**config.mk**
```make
export PLATFORM = sky130hd
export DESIGN_NAME = ctrl_pipe_flat
export DESIGN_NICKNAME = d
export VERILOG_FILES = /design/src/rtl/ctrl_pipe_pkg.sv /design/src/rtl/ctrl_pipe_if.sv /design/src/rtl/ctrl_pipe_hazard_fwd_unit.sv /design/src/rtl/ctrl_pipe.sv /design/src/flat_wrapper.sv
export SDC_FILE = /design/constraint.sdc
export NUM_CORES = 1
export LEC_CHECK = 0
export ABC_AREA = 1
export BUFFER_PORTS_ARGS = -buffer_cell sky130_fd_sc_hd__buf_2
export CORE_MARGIN = 10
export CORE_UTILIZATION = 30
export DETAILED_ROUTE_END_ITERATION = 10
export GPL_TIMING_DRIVEN = 0
export PLACE_DENSITY = 0.53
export SLEW_MARGIN = 20
export SYNTH_ARGS = -nofsm -noshare
export SYNTH_HDL_FRONTEND = slang
export SYNTH_SLANG_ARGS = --single-unit
```
**constraint.sdc**
```tcl
create_clock -name clk -period 2.65 [get_ports clk]
set_clock_uncertainty 0.2 [all_clocks]
set_input_delay 0.3975 -clock clk [delete_from_list [all_inputs] [get_ports clk]]
set_output_delay 0.3975 -clock clk [all_outputs]
set_load 0.05 [all_outputs]
```
**src/rtl/ctrl_pipe_pkg.sv**
```systemverilog
// ============================================================================
// Module : ctrl_pipe_pkg
// Brief  : Shared CPU control definitions: opcodes, ALU ops, forward selects,
//          stage control flags and the bubble word.
// Rev    : 1.0
// ============================================================================
`default_nettype none

package ctrl_pipe_pkg;

    localparam logic [3:0] c_OPC_RTYPE = 4'b0000;
    localparam logic [3:0] c_OPC_LW    = 4'b0011;
    localparam logic [3:0] c_OPC_SW    = 4'b1011;
    localparam logic [3:0] c_OPC_ADDI  = 4'b1001;
    localparam logic [3:0] c_OPC_ORI   = 4'b1101;

    typedef enum logic [1:0] {
        ALU_RTYPE = 2'b00,
        ALU_ADD   = 2'b01,
        ALU_SUB   = 2'b10,
        ALU_OR    = 2'b11
    } alu_op_e;

    typedef enum logic [1:0] {
        FWD_RF  = 2'b00,
        FWD_WB  = 2'b01,
        FWD_MEM = 2'b10
    } fwd_sel_e;

    typedef struct packed {
        logic       valid;
        logic [1:0] alu_op;
        logic       reg_dst;
        logic       reg_w;
        logic       alu_src;
        logic       mem_to_reg;
        logic       mem_w;
    } ctrl_flags_t;

    localparam ctrl_flags_t c_CTRL_BUBBLE = '0;

    // R-type reads rt as an ALU operand; stores read rt as the store data.
    function automatic logic uses_rt(input logic reg_dst, input logic mem_w);
        return reg_dst | mem_w;
    endfunction

endpackage

`default_nettype wire

```
**src/rtl/ctrl_pipe_if.sv**
```systemverilog
// ============================================================================
// Module : ctrl_pipe_if
// Brief  : Decode-side control bus and EX/MEM/WB control outputs.
// Rev    : 1.0
// ============================================================================
`default_nettype none

interface ctrl_pipe_if #(
    parameter int REG_AW = 4
);
    logic              id_valid;
    logic [1:0]        id_alu_op;
    logic              id_reg_dst;
    logic              id_reg_w;
    logic              id_alu_src;
    logic              id_mem_to_reg;
    logic              id_mem_w;
    logic [REG_AW-1:0] id_rs;
    logic [REG_AW-1:0] id_rt;
    logic [REG_AW-1:0] id_rd;
    logic              flush;

    logic              stall;
    logic              ex_valid;
    logic [1:0]        ex_alu_op;
    logic              ex_alu_src;
    logic [REG_AW-1:0] ex_rs;
    logic [REG_AW-1:0] ex_rt;
    logic [1:0]        fwd_a;
    logic [1:0]        fwd_b;
    logic              mem_valid;
    logic              mem_mem_w;
    logic              mem_mem_r;
    logic [REG_AW-1:0] mem_dst;
    logic              wb_valid;
    logic              wb_reg_w;
    logic              wb_mem_to_reg;
    logic [REG_AW-1:0] wb_dst;

    modport master (
        output id_valid, id_alu_op, id_reg_dst, id_reg_w, id_alu_src,
               id_mem_to_reg, id_mem_w, id_rs, id_rt, id_rd, flush,
        input  stall, ex_valid, ex_alu_op, ex_alu_src, ex_rs, ex_rt,
               fwd_a, fwd_b, mem_valid, mem_mem_w, mem_mem_r, mem_dst,
               wb_valid, wb_reg_w, wb_mem_to_reg, wb_dst
    );

    modport slave (
        input  id_valid, id_alu_op, id_reg_dst, id_reg_w, id_alu_src,
               id_mem_to_reg, id_mem_w, id_rs, id_rt, id_rd, flush,
        output stall, ex_valid, ex_alu_op, ex_alu_src, ex_rs, ex_rt,
               fwd_a, fwd_b, mem_valid, mem_mem_w, mem_mem_r, mem_dst,
               wb_valid, wb_reg_w, wb_mem_to_reg, wb_dst
    );

endinterface

`default_nettype wire

```
**src/rtl/ctrl_pipe_hazard_fwd_unit.sv**
```systemverilog
// ============================================================================
// Module : hazard_fwd_unit
// Brief  : Combinational load-use stall detection and EX operand forwarding.
// Rev    : 1.0
// ============================================================================
`default_nettype none

module hazard_fwd_unit
    import ctrl_pipe_pkg::*;
#(
    parameter int REG_AW  = 4,
    parameter bit R0_ZERO = 1'b1
) (
    input  wire logic              i_id_valid,
    input  wire logic              i_id_uses_rt,
    input  wire logic [REG_AW-1:0] i_id_rs,
    input  wire logic [REG_AW-1:0] i_id_rt,
    input  wire logic              i_flush,
    input  wire logic              i_ex_valid,
    input  wire logic              i_ex_uses_rt,
    input  wire logic              i_ex_reg_w,
    input  wire logic              i_ex_mem_to_reg,
    input  wire logic [REG_AW-1:0] i_ex_rs,
    input  wire logic [REG_AW-1:0] i_ex_rt,
    input  wire logic [REG_AW-1:0] i_ex_dst,
    input  wire logic              i_mem_valid,
    input  wire logic              i_mem_reg_w,
    input  wire logic              i_mem_mem_r,
    input  wire logic [REG_AW-1:0] i_mem_dst,
    input  wire logic              i_wb_valid,
    input  wire logic              i_wb_reg_w,
    input  wire logic [REG_AW-1:0] i_wb_dst,
    output fwd_sel_e               o_fwd_a,
    output fwd_sel_e               o_fwd_b,
    output logic                   o_stall
);

    logic w_load_in_ex;
    logic w_id_hit;
    logic w_mem_src;
    logic w_wb_src;

    // r0 is hard-wired zero, so it can never be a real producer.
    function automatic logic real_reg(input logic [REG_AW-1:0] r);
        return (r != '0) || !R0_ZERO;
    endfunction

    // EX/MEM is the younger producer and therefore wins over MEM/WB.
    function automatic fwd_sel_e pick_src(
        input logic              mem_ok,
        input logic [REG_AW-1:0] mem_dst,
        input logic              wb_ok,
        input logic [REG_AW-1:0] wb_dst,
        input logic [REG_AW-1:0] src
    );
        if (mem_ok && (mem_dst == src)) begin
            return FWD_MEM;
        end else if (wb_ok && (wb_dst == src)) begin
            return FWD_WB;
        end
        return FWD_RF;
    endfunction

    always_comb begin
        w_load_in_ex = i_ex_valid & i_ex_mem_to_reg & i_ex_reg_w & real_reg(i_ex_dst);
        w_id_hit     = (i_ex_dst == i_id_rs) | (i_id_uses_rt & (i_ex_dst == i_id_rt));
        o_stall      = i_id_valid & w_load_in_ex & w_id_hit & ~i_flush;

        // A load in MEM has no data yet; it is picked up from MEM/WB instead.
        w_mem_src = i_mem_valid & i_mem_reg_w & ~i_mem_mem_r & real_reg(i_mem_dst);
        w_wb_src  = i_wb_valid & i_wb_reg_w & real_reg(i_wb_dst);

        o_fwd_a = FWD_RF;
        o_fwd_b = FWD_RF;
        if (i_ex_valid) begin
            o_fwd_a = pick_src(w_mem_src, i_mem_dst, w_wb_src, i_wb_dst, i_ex_rs);
            if (i_ex_uses_rt) begin
                o_fwd_b = pick_src(w_mem_src, i_mem_dst, w_wb_src, i_wb_dst, i_ex_rt);
            end
        end
    end

endmodule

`default_nettype wire

```
**src/rtl/ctrl_pipe.sv**
```systemverilog
// ============================================================================
// Module : ctrl_pipe
// Brief  : ID/EX, EX/MEM and MEM/WB control registers with hazard/forward unit.
// Rev    : 1.0
// ============================================================================
`default_nettype none

module ctrl_pipe
    import ctrl_pipe_pkg::*;
#(
    parameter int REG_AW  = 4,
    parameter bit R0_ZERO = 1'b1
) (
    input  wire logic  clk,
    input  wire logic  rst_n,
    ctrl_pipe_if.slave bus
);

    ctrl_flags_t       w_id_ctrl;
    logic [REG_AW-1:0] w_id_rs;
    logic [REG_AW-1:0] w_id_rt;
    logic [REG_AW-1:0] w_id_dst;
    logic              w_stall;
    fwd_sel_e          w_fwd_a;
    fwd_sel_e          w_fwd_b;

    ctrl_flags_t       r_ex_ctrl;
    logic [REG_AW-1:0] r_ex_rs;
    logic [REG_AW-1:0] r_ex_rt;
    logic [REG_AW-1:0] r_ex_dst;

    logic              r_mem_valid;
    logic              r_mem_reg_w;
    logic              r_mem_mem_w;
    logic              r_mem_mem_r;
    logic [REG_AW-1:0] r_mem_dst;

    logic              r_wb_valid;
    logic              r_wb_reg_w;
    logic              r_wb_mem_to_reg;
    logic [REG_AW-1:0] r_wb_dst;

    // Anything not accepted this cycle enters EX as an all-zero bubble.
    always_comb begin
        w_id_ctrl = c_CTRL_BUBBLE;
        w_id_rs   = '0;
        w_id_rt   = '0;
        w_id_dst  = '0;
        if (bus.id_valid && !w_stall && !bus.flush) begin
            w_id_ctrl.valid      = 1'b1;
            w_id_ctrl.alu_op     = bus.id_alu_op;
            w_id_ctrl.reg_dst    = bus.id_reg_dst;
            w_id_ctrl.reg_w      = bus.id_reg_w & ~bus.id_mem_w;
            w_id_ctrl.alu_src    = bus.id_alu_src;
            w_id_ctrl.mem_to_reg = bus.id_mem_to_reg;
            w_id_ctrl.mem_w      = bus.id_mem_w;
            w_id_rs              = bus.id_rs;
            w_id_rt              = bus.id_rt;
            w_id_dst             = bus.id_reg_dst ? bus.id_rd : bus.id_rt;
        end
    end

    always_ff @(posedge clk or negedge rst_n) begin
        if (!rst_n) begin
            r_ex_ctrl       <= c_CTRL_BUBBLE;
            r_ex_rs         <= '0;
            r_ex_rt         <= '0;
            r_ex_dst        <= '0;
            r_mem_valid     <= 1'b0;
            r_mem_reg_w     <= 1'b0;
            r_mem_mem_w     <= 1'b0;
            r_mem_mem_r     <= 1'b0;
            r_mem_dst       <= '0;
            r_wb_valid      <= 1'b0;
            r_wb_reg_w      <= 1'b0;
            r_wb_mem_to_reg <= 1'b0;
            r_wb_dst        <= '0;
        end else begin
            r_ex_ctrl       <= w_id_ctrl;
            r_ex_rs         <= w_id_rs;
            r_ex_rt         <= w_id_rt;
            r_ex_dst        <= w_id_dst;
            r_mem_valid     <= r_ex_ctrl.valid;
            r_mem_reg_w     <= r_ex_ctrl.reg_w;
            r_mem_mem_w     <= r_ex_ctrl.mem_w;
            r_mem_mem_r     <= r_ex_ctrl.mem_to_reg;
            r_mem_dst       <= r_ex_dst;
            r_wb_valid      <= r_mem_valid;
            r_wb_reg_w      <= r_mem_reg_w;
            r_wb_mem_to_reg <= r_mem_mem_r;
            r_wb_dst        <= r_mem_dst;
        end
    end

    hazard_fwd_unit #(
        .REG_AW  (REG_AW),
        .R0_ZERO (R0_ZERO)
    ) u_hazard_fwd (
        .i_id_valid      (bus.id_valid),
        .i_id_uses_rt    (uses_rt(bus.id_reg_dst, bus.id_mem_w)),
        .i_id_rs         (bus.id_rs),
        .i_id_rt         (bus.id_rt),
        .i_flush         (bus.flush),
        .i_ex_valid      (r_ex_ctrl.valid),
        .i_ex_uses_rt    (uses_rt(r_ex_ctrl.reg_dst, r_ex_ctrl.mem_w)),
        .i_ex_reg_w      (r_ex_ctrl.reg_w),
        .i_ex_mem_to_reg (r_ex_ctrl.mem_to_reg),
        .i_ex_rs         (r_ex_rs),
        .i_ex_rt         (r_ex_rt),
        .i_ex_dst        (r_ex_dst),
        .i_mem_valid     (r_mem_valid),
        .i_mem_reg_w     (r_mem_reg_w),
        .i_mem_mem_r     (r_mem_mem_r),
        .i_mem_dst       (r_mem_dst),
        .i_wb_valid      (r_wb_valid),
        .i_wb_reg_w      (r_wb_reg_w),
        .i_wb_dst        (r_wb_dst),
        .o_fwd_a         (w_fwd_a),
        .o_fwd_b         (w_fwd_b),
        .o_stall         (w_stall)
    );

    assign bus.stall         = w_stall;
    assign bus.fwd_a         = w_fwd_a;
    assign bus.fwd_b         = w_fwd_b;
    assign bus.ex_valid      = r_ex_ctrl.valid;
    assign bus.ex_alu_op     = r_ex_ctrl.alu_op;
    assign bus.ex_alu_src    = r_ex_ctrl.alu_src;
    assign bus.ex_rs         = r_ex_rs;
    assign bus.ex_rt         = r_ex_rt;
    assign bus.mem_valid     = r_mem_valid;
    assign bus.mem_mem_w     = r_mem_mem_w;
    assign bus.mem_mem_r     = r_mem_mem_r;
    assign bus.mem_dst       = r_mem_dst;
    assign bus.wb_valid      = r_wb_valid;
    assign bus.wb_reg_w      = r_wb_reg_w;
    assign bus.wb_mem_to_reg = r_wb_mem_to_reg;
    assign bus.wb_dst        = r_wb_dst;

endmodule

`default_nettype wire
```
**src/flat_wrapper.sv**
```systemverilog
// flat-port wrapper written by rule: the top's interface ports become plain ports
module ctrl_pipe_flat import ctrl_pipe_pkg::*;
#(
    parameter int REG_AW  = 4,
    parameter bit R0_ZERO = 1'b1
)
  (clk, rst_n, bus_id_valid, bus_id_alu_op, bus_id_reg_dst, bus_id_reg_w, bus_id_alu_src, bus_id_mem_to_reg, bus_id_mem_w, bus_id_rs, bus_id_rt, bus_id_rd, bus_flush, bus_stall, bus_ex_valid, bus_ex_alu_op, bus_ex_alu_src, bus_ex_rs, bus_ex_rt, bus_fwd_a, bus_fwd_b, bus_mem_valid, bus_mem_mem_w, bus_mem_mem_r, bus_mem_dst, bus_wb_valid, bus_wb_reg_w, bus_wb_mem_to_reg, bus_wb_dst);
  ctrl_pipe_if #(.REG_AW(REG_AW)) bus_i ();
  input  wire logic clk;
  input  wire logic rst_n;
  input wire logic [$bits(bus_i.id_valid)-1:0] bus_id_valid;
  input wire logic [$bits(bus_i.id_alu_op)-1:0] bus_id_alu_op;
  input wire logic [$bits(bus_i.id_reg_dst)-1:0] bus_id_reg_dst;
  input wire logic [$bits(bus_i.id_reg_w)-1:0] bus_id_reg_w;
  input wire logic [$bits(bus_i.id_alu_src)-1:0] bus_id_alu_src;
  input wire logic [$bits(bus_i.id_mem_to_reg)-1:0] bus_id_mem_to_reg;
  input wire logic [$bits(bus_i.id_mem_w)-1:0] bus_id_mem_w;
  input wire logic [$bits(bus_i.id_rs)-1:0] bus_id_rs;
  input wire logic [$bits(bus_i.id_rt)-1:0] bus_id_rt;
  input wire logic [$bits(bus_i.id_rd)-1:0] bus_id_rd;
  input wire logic [$bits(bus_i.flush)-1:0] bus_flush;
  output wire logic [$bits(bus_i.stall)-1:0] bus_stall;
  output wire logic [$bits(bus_i.ex_valid)-1:0] bus_ex_valid;
  output wire logic [$bits(bus_i.ex_alu_op)-1:0] bus_ex_alu_op;
  output wire logic [$bits(bus_i.ex_alu_src)-1:0] bus_ex_alu_src;
  output wire logic [$bits(bus_i.ex_rs)-1:0] bus_ex_rs;
  output wire logic [$bits(bus_i.ex_rt)-1:0] bus_ex_rt;
  output wire logic [$bits(bus_i.fwd_a)-1:0] bus_fwd_a;
  output wire logic [$bits(bus_i.fwd_b)-1:0] bus_fwd_b;
  output wire logic [$bits(bus_i.mem_valid)-1:0] bus_mem_valid;
  output wire logic [$bits(bus_i.mem_mem_w)-1:0] bus_mem_mem_w;
  output wire logic [$bits(bus_i.mem_mem_r)-1:0] bus_mem_mem_r;
  output wire logic [$bits(bus_i.mem_dst)-1:0] bus_mem_dst;
  output wire logic [$bits(bus_i.wb_valid)-1:0] bus_wb_valid;
  output wire logic [$bits(bus_i.wb_reg_w)-1:0] bus_wb_reg_w;
  output wire logic [$bits(bus_i.wb_mem_to_reg)-1:0] bus_wb_mem_to_reg;
  output wire logic [$bits(bus_i.wb_dst)-1:0] bus_wb_dst;
  assign bus_i.id_valid = bus_id_valid;
  assign bus_i.id_alu_op = bus_id_alu_op;
  assign bus_i.id_reg_dst = bus_id_reg_dst;
  assign bus_i.id_reg_w = bus_id_reg_w;
  assign bus_i.id_alu_src = bus_id_alu_src;
  assign bus_i.id_mem_to_reg = bus_id_mem_to_reg;
  assign bus_i.id_mem_w = bus_id_mem_w;
  assign bus_i.id_rs = bus_id_rs;
  assign bus_i.id_rt = bus_id_rt;
  assign bus_i.id_rd = bus_id_rd;
  assign bus_i.flush = bus_flush;
  assign bus_stall = bus_i.stall;
  assign bus_ex_valid = bus_i.ex_valid;
  assign bus_ex_alu_op = bus_i.ex_alu_op;
  assign bus_ex_alu_src = bus_i.ex_alu_src;
  assign bus_ex_rs = bus_i.ex_rs;
  assign bus_ex_rt = bus_i.ex_rt;
  assign bus_fwd_a = bus_i.fwd_a;
  assign bus_fwd_b = bus_i.fwd_b;
  assign bus_mem_valid = bus_i.mem_valid;
  assign bus_mem_mem_w = bus_i.mem_mem_w;
  assign bus_mem_mem_r = bus_i.mem_mem_r;
  assign bus_mem_dst = bus_i.mem_dst;
  assign bus_wb_valid = bus_i.wb_valid;
  assign bus_wb_reg_w = bus_i.wb_reg_w;
  assign bus_wb_mem_to_reg = bus_i.wb_mem_to_reg;
  assign bus_wb_dst = bus_i.wb_dst;
  ctrl_pipe #(.REG_AW(REG_AW), .R0_ZERO(R0_ZERO)) u_core (.clk(clk), .rst_n(rst_n), .bus(bus_i));
endmodule
```
# Word level (Yosys, flattened, before mapping)
# Cells that the tools add are included.
# word_totals
reg_bits	35
inputBits	23
out_inout_bits	31
elab_cells	76
# op_classes
eq_ne	6
n_mux	21
bitwise_logic	19
reduce_logical	11
# ops
cell	count
$eq A4 B4 Y1	6
$mux W2	9
$mux W4	4
$and A1 B1 Y1	13
$reduce_bool A4 Y1	3
$mux W8	1
$mux W1	7
$logic_and A1 B1 Y1	6
$not A1 Y1	3
$or A1 B1 Y1	3
$logic_not A1 Y1	2

# Longest topological paths before layout
# Gate-level depths: netlist of the first run.
# depth
depth_word	10
depth_mapped	11
ltp_nobuf	9

# Hierarchy
# From an unflattened synthesis of the first run, not the netlist that was laid out.
# unflattened
hier_cells	221
hier_area_um2	1660.3
# by_module_without_submodules
module	instances	cells_per_inst	area_per_inst_um2	seq_area_each_um2
ctrl_pipe	1	95	1127.3	875.8
hazard_fwd_unit	1	126	533.0	0.0

# Worst setup path before layout of the first run
# Ideal clock, no wire load.
# synth_path
path_type	reg-to-output
from	register u_core.r_wb_dst[0] (netlist: u_core.bus.wb_dst[0])
to	output bus_fwd_a[0]
arrival_ns	1.817
t_required_ns	2.053
path_slack_ns	0.235
path_stages_with_launch	7
path_buffers	0
path_cell_list	dfrtp_1 > inv_1 > a21oi_1 > o21ai_0 > nor2_1 > nand2_1 > nor2b_1
# synth_between
elab_chain_cells	8
word_cells_on_any_way	9
classes_between	1 x eq/ne; 5 x mux; 1 x bitwise; 2 x reduce/logical
# synth_rtl
element	line_no	text
from (decl)	ctrl_pipe.sv:41	logic [REG_AW-1:0] r_wb_dst;
from (signal assigned)	ctrl_pipe.sv:91	r_wb_dst <= r_mem_dst;
$reduce_bool A4 Y1	ctrl_pipe_hazard_fwd_unit.sv:45	return (r != '0) || !R0_ZERO;
$and A1 B1 Y1	ctrl_pipe_hazard_fwd_unit.sv:71	w_wb_src = i_wb_valid & i_wb_reg_w & real_reg(i_wb_dst);
$logic_and A1 B1 Y1 *	ctrl_pipe_hazard_fwd_unit.sv:58	end else if (wb_ok && (wb_dst == src)) begin
$mux W1 *	ctrl_pipe_hazard_fwd_unit.sv:58	
$mux W1 *	ctrl_pipe_hazard_fwd_unit.sv:56	if (mem_ok && (mem_dst == src)) begin
$mux W1 *	ctrl_pipe_hazard_fwd_unit.sv:75	if (i_ex_valid) begin
$mux W2 *	ctrl_pipe_hazard_fwd_unit.sv:61	return FWD_RF;
$mux W2 *	ctrl_pipe_hazard_fwd_unit.sv:75	
to (decl)	flat_wrapper.sv:28	output wire logic [$bits(bus_i.fwd_a)-1:0] bus_fwd_a;
# Mark *: on every way between the ends. The rest lies on a longest branch, timed or not. The select of a mux whose other input is x is not followed.

# Worst setup path after layout of the first run
# layout_path
from	register u_core.r_ex_dst[0]
to	output bus_stall
# layout_between
elab_chain_cells	5
word_cells_on_any_way	9
classes_between	2 x eq/ne; 6 x bitwise; 1 x reduce/logical
# layout_rtl
element	line_no	text
from (decl)	ctrl_pipe.sv:30	logic [REG_AW-1:0] r_ex_dst;
from (signal assigned)	ctrl_pipe.sv:82	r_ex_dst <= w_id_dst;
$eq A4 B4 Y1 / $reduce_bool A4 Y1 (equally long branches)	ctrl_pipe_hazard_fwd_unit.sv:66, ctrl_pipe_hazard_fwd_unit.sv:45	
$and A1 B1 Y1, on equally long branches	ctrl_pipe_hazard_fwd_unit.sv:66, ctrl_pipe_hazard_fwd_unit.sv:65	
$or A1 B1 Y1 / $and A1 B1 Y1 (equally long branches)	ctrl_pipe_hazard_fwd_unit.sv:66, ctrl_pipe_hazard_fwd_unit.sv:67	
$and A1 B1 Y1 * (2 in series)	ctrl_pipe_hazard_fwd_unit.sv:67	o_stall = i_id_valid & w_load_in_ex & w_id_hit & ~i_flush;
to (decl)	flat_wrapper.sv:22	output wire logic [$bits(bus_i.stall)-1:0] bus_stall;
# Mark *: on every way between the ends. The rest lies on a longest branch, timed or not.

==> flow_summary_export.csv, run 1 <==
group,metric,value,unit
die,coreArea,4850,um^2
synthesis,yosysTopAreaCell,"dfrtp_1",
die,die_x,91.5,um
clocking,root_buffer,"clkbuf_8",
placed_design,place_congestion,0.779,
setup_path,reg2reg_to,"u_core.bus.ex_rt[2]$_DFF_PN0_",
setup_path,path_class,"reg2out",
sta,min_period_over_period,0.813,
finish,layout_commonest_cell,"buf_2",
synthesis,ys_ff_latch,35,
finish,multi_input_area,510,um^2
synthesis,ys_warn_count,0,
setup_path,startpoint_type,"register",
clocking,cts_buffers,5,
setup_path,reg2reg_slack,1.09,ns
job,maxCapViolations,0,
route,drtIter0Drc,44,
synthesis,ys_types,18,
setup_path,critPathRequiredTime,2.05,ns
route,wl,3620,um
global_route,grt_pass1_wl,5960,um
min_path,hold_path.class,"in2reg",
clocking,postCtsSetupBuffers,0,
setup_path,worstSetupEndpointType,"output port",
sta,setup_tns,0,ns
finish,ff_latch_area,876,um^2
finish,final_cell_mix,"52 x buf_2, 37 x nor2_1, 35 x dfrtp_1",
route,ant_nets,0,
placed_design,dp_hpwl,2900,um
setup_path,arrival,1.56,ns
sta,relSlewSlack,0.495,
min_path,hold_end,"u_core.bus.ex_alu_src$_DFF_PN0_",
finish,final.fill_count,508,
sta,rsz0062_at_grt,"no",
route,routed_via_density,4.00,
synthesis,ys_seq_area_frac,0.571,
clocking,cts.sinks,35,
die,die_h,91.5,um
min_path,hp-start,"bus_id_alu_src",
global_route,grt_usage,0.0888,
pwr,p_leak,0.00119,uW
synthesis,synth_area_per_cell,9.07,um^2
min_path,whs_path_depth,3,
pwr,vdd_drop_max,0.000236,V
finish,syn_to_final_growth,30.4,%
sta,setup_viol,0,
status,status,"finished clean",
route,wl_per_cell,12.2,um
pwr,totalPowerFinal,1220,uW
sta,hold_violations,0,
route,drt_first_pass_iters,4,
finish,drive_gt1_frac,0.300,
setup_path,cp_max_fo,5,
sta,worstMarginPinSlew,0.758,ns
clocking,clock_latency,0.28,ns
global_route,antenna_found_initial,0,
synthesis,synth.area.top_cells,"dfrtp_1 57%, nor2_1 9.1%, nand2_1 6.4%",
sta,holdWs,0.113,ns
global_route,grt_max_degree,36,
placed_design,portBuffers,52,
sta,period_minus_slack,2.15,ns
synthesis,synthesis.nets,192,
clocking,cts_buffer_depth,2,
finish,nets,252,
global_route,grt_pass1_vias,1253,
route,route.detailed.drc,0,
pwr,power_density,611,nW/um^2
setup_path,reg2regPathDepth,8,
finish,antenna_cells,0,
synthesis,yosysTopAreaCellShare,0.571,
die,rows,25,
setup_path,rr_startpoint,"u_core.r_ex_dst[0]$_DFF_PN0_",
clocking,htreeDepth,2,
sta,drv_slew,0,
synthesis,syn_area,1530,um^2
synthesis,synthCells,169,
clocking,post_cts_resized,0,
clocking,path_clk_slew,0.07,ns
die,pin_count,54,
die,dieArea,8370,um^2
global_route,grt-ovfl-total,0,
sta,fmax,464,MHz
die,start_util,0.316,
route,vias,1189,
clocking,cts_tree,"yes",
-- worst max-delay path by stage --
stage	slack (ns)	endpoint	start
after floorplan	0.24	bus_fwd_a[0]	u_core.bus.wb_dst[0]$_DFF_PN0_
after global placement	0.76	bus_stall	bus_id_rs[0]
after detailed placement	0.74	bus_stall	bus_id_rs[0]
after CTS	0.45	bus_stall	u_core.r_ex_dst[0]$_DFF_PN0_
after global routing	0.36	bus_stall	u_core.r_ex_dst[1]$_DFF_PN0_
final	0.50	bus_stall	u_core.r_ex_dst[0]$_DFF_PN0_
-- cell type report --
class / instances / area share
buffer: 5 / 0.0244
clock buffer: 5 / 0.0344
clock inverter: 3 / 0.0219
inverter: 26 / 0.0488
multi-input combinational: 103 / 0.255
sequential: 35 / 0.438
tap: 67 / 0.0419
timing repair buffer: 53 / 0.135
-- where the power goes --
part / switching [uW] / leakage, uW / internal (uW)
Sequential: 20.2 / 0.000471 / 555
Clock: 190 / 0.0000581 / 280
Combinational: 120 / 0.000664 / 56.2
Total: 330 / 0.00119 / 891
-- repair_timing --
item                       CTS  global route
hold buffers                 1             0
hold endpoints to repair     1             0
setup endpoints to repair    0             0
-- cell usage after synthesis --
master and instances:
o21ai_0 2, or2_2 1, buf_4 2, buf_6 3, dfrtp_1 35, inv_1 25, nor2_1 37, inv_2 1
nand3_1 4, a21oi_1 5, nand4_1 3, nor2b_1 2, nor2_2 1, nand2_2 1, xnor2_1 6, nand2_1 26
xor2_1 11, nor3_1 4
-- cells by family after synthesis --
kind of cell / synth area share
AO/OA/AOI/OAI: 0.0229
buffers and inverters: 0.0955
flip-flops: 0.571
XOR/XNOR: 0.0971
AND/OR/NAND/NOR: 0.213
-- metal layers --
metal | vias to the layer above | GRT usage | wire, um
li1 | 621 | - | -
met1 | 524 | 0.102 | 1610
met2 | 39 | 0.136 | 1570
met3 | 5 | 0.0469 | 382
met4 | 0 | 0.0352 | 51
met5 | - | 0 | 0
-- through the flow --
stage          instance area (um^2)  setup slack [ns]  instances   util
6_report                       2000             0.496        297  0.412
5_1_grt                        2000             0.358        297  0.412
4_1_cts                        2000             0.453        297  0.412
3_5_place_dp                   1880             0.744        288  0.387
3_3_place_gp                   1880             0.764        288  0.387
2_1_floorplan                  1530             0.235        169      -
-- worst max-delay path, cell delays in order, from the launching register on --
cell	delay, ns
dfrtp_1	0.44
xor2_1	0.19
nor2_1	0.12
nand2_1	0.07
nand2_1	0.07
nand2_1	0.08
inv_1	0.06
buf_2	0.25
Power figures use the tool's default switching activity.
==> run 2: changes to the inputs <==
==> constraint.sdc (replaced) <==
create_clock -name clk -period 2.1 [get_ports clk]
set_clock_uncertainty 0.2 [all_clocks]
set_input_delay 0.315 -clock clk [delete_from_list [all_inputs] [get_ports clk]]
set_output_delay 0.315 -clock clk [all_outputs]
set_load 0.05 [all_outputs]
==> flow_summary_export.csv, run 2 (same netlist as run 1, synthesis figures left out) <==
group,metric,value,unit
sta,fmax,494,MHz
die,die_x,91.5,um
finish,nets,258,
setup_path,reg2regPathDepth,8,
die,die_h,91.5,um
pwr,p_leak,0.00123,uW
sta,setup_viol,0,
global_route,grt_pass1_vias,1289,
route,wl,3720,um
setup_path,arrival,1.51,ns
finish,final.fill_count,503,
finish,drive_gt1_frac,0.369,
setup_path,critPathRequiredTime,1.58,ns
finish,postLayoutCoreUtil,0.434,
global_route,grt_usage,0.0902,
setup_path,crit_start,"u_core.bus.mem_dst[2]$_DFF_PN0_",
route,ant_nets,0,
pwr,totalPowerFinal,1560,uW
route,drt_first_pass_iters,4,
setup_path,cp_max_fo,5,
placed_design,portBuffers,52,
sta,drv_slew,0,
die,dieArea,8370,um^2
finish,ff_latch_area,882,um^2
sta,hold_violations,0,
clocking,root_buffer,"clkbuf_8",
clocking,cts_buffer_depth,2,
finish,antenna_cells,0,
global_route,grt_pass1_wl,6090,um
setup_path,startpoint_type,"register",
finish,multi_input_area,536,um^2
clocking,clock_latency,0.29,ns
route,routed_via_density,4.02,
min_path,hp-start,"bus_id_alu_op[0]",
pwr,vdd_drop_max,0.000327,V
global_route,grt_max_degree,36,
pwr,power_density,742,nW/um^2
placed_design,place_congestion,0.811,
sta,rsz0062_at_grt,"no",
clocking,cts.sinks,35,
route,wl_per_cell,12.3,um
finish,fin_area,2100,um^2
sta,period_minus_slack,2.02,ns
finish,syn_to_final_growth,37.2,%
placed_design,dp_cells,288,
die,pin_count,54,
setup_path,worstSetupEndpointType,"output port",
sta,relSlewSlack,0.497,
setup_path,rr_startpoint,"u_core.r_ex_dst[0]$_DFF_PN0_",
finish,final_cell_mix,"47 x buf_2, 33 x nor2_1, 30 x dfrtp_1",
global_route,antenna_found_initial,0,
clocking,cts_tree,"yes",
sta,holdWs,0.0258,ns
clocking,cts_buffers,5,
die,start_util,0.316,
min_path,hold_path.class,"in2reg",
route,drtIter0Drc,23,
status,status,"finished clean",
job,maxCapViolations,0,
die,coreArea,4850,um^2
global_route,grt-ovfl-total,0,
route,vias,1217,
sta,worstMarginPinSlew,0.754,ns
finish,fin_cells,303,
min_path,whs_path_depth,3,
finish,layout_commonest_cell,"buf_2",
die,rows,25,
setup_path,path_class,"reg2out",
placed_design,dp_hpwl,2890,um
route,route.detailed.drc,0,
sta,min_period_over_period,0.963,
placed_design,dpl_cell_area,1890,um^2
clocking,path_clk_slew,0.07,ns
clocking,htreeDepth,2,
[run 2: cell count changes in the layout (fill, tap and decap cells not counted), sizes merged]
cell    delta
clkbuf     +1
buf        +5
[run 2: final timing paths]
| path | end | slack, ns |
|---|---|---|
| worst max-delay path | bus_fwd_b[0] | 0.08 |
| worst min-delay path | u_core.bus.ex_alu_op[0]$_DFF_PN0_ | 0.03 |
| worst max register to register | u_core.bus.ex_rt[2]$_DFF_PN0_ | 0.56 |
| worst min register to register | u_core.r_mem_reg_w$_DFF_PN0_ | 0.17 |
| max in group asynchronous | u_core.bus.mem_dst[1]$_DFF_PN0_ | 0.74 |
| min in group asynchronous | u_core.bus.ex_alu_src$_DFF_PN0_ | 0.44 |
[run 2: metrics by stage]
stage | setup WS [ns] | setup TNS [ns]
floorplan | -0.0236 | -0.0236
global placement | 0.305 | 0
detailed placement | 0.297 | 0
CTS | 0.0128 | 0
global route | 0.000918 | 0
finish | 0.0767 | 0
[run 2: per-layer routing]
metal	GRT usage	vias to the layer above	share of wire
met5	0	-	0
met4	0.0352	0	0.0057
met3	0.0494	3	0.11
met2	0.134	42	0.44
met1	0.106	540	0.45
li1	-	632	-
[run 2: cell type report]
class	instances	share of cell area
Sequential cell	35	0.419
Timing Repair Buffer	59	0.163
Clock buffer	5	0.0327
Tap cell	67	0.0399
Buffer	5	0.0232
Multi-Input combinational cell	103	0.255
Clock inverter	3	0.0208
Inverter	26	0.0464
[run 2: critical path, stage by stage, from the launching register on]
cell and delay, ns:
dfrtp_2 0.44, buf_4 0.14, xnor2_1 0.15, nand4_1 0.16
nor2b_2 0.19, buf_6 0.15
[run 2: power by group]
part,switching (uW),total (uW),internal [uW]
combinational,154,232,77.7
sequential,25.6,727,701
clock,249,602,353
[run 2: what timing repair did]
item,4_1_cts,5_1_grt
pin swaps,0,0
setup buffers,0,6
endpoints found under the setup margin,2,5
hold buffers,1,0
hold endpoints to repair,35,0
gates resized for setup,2,19
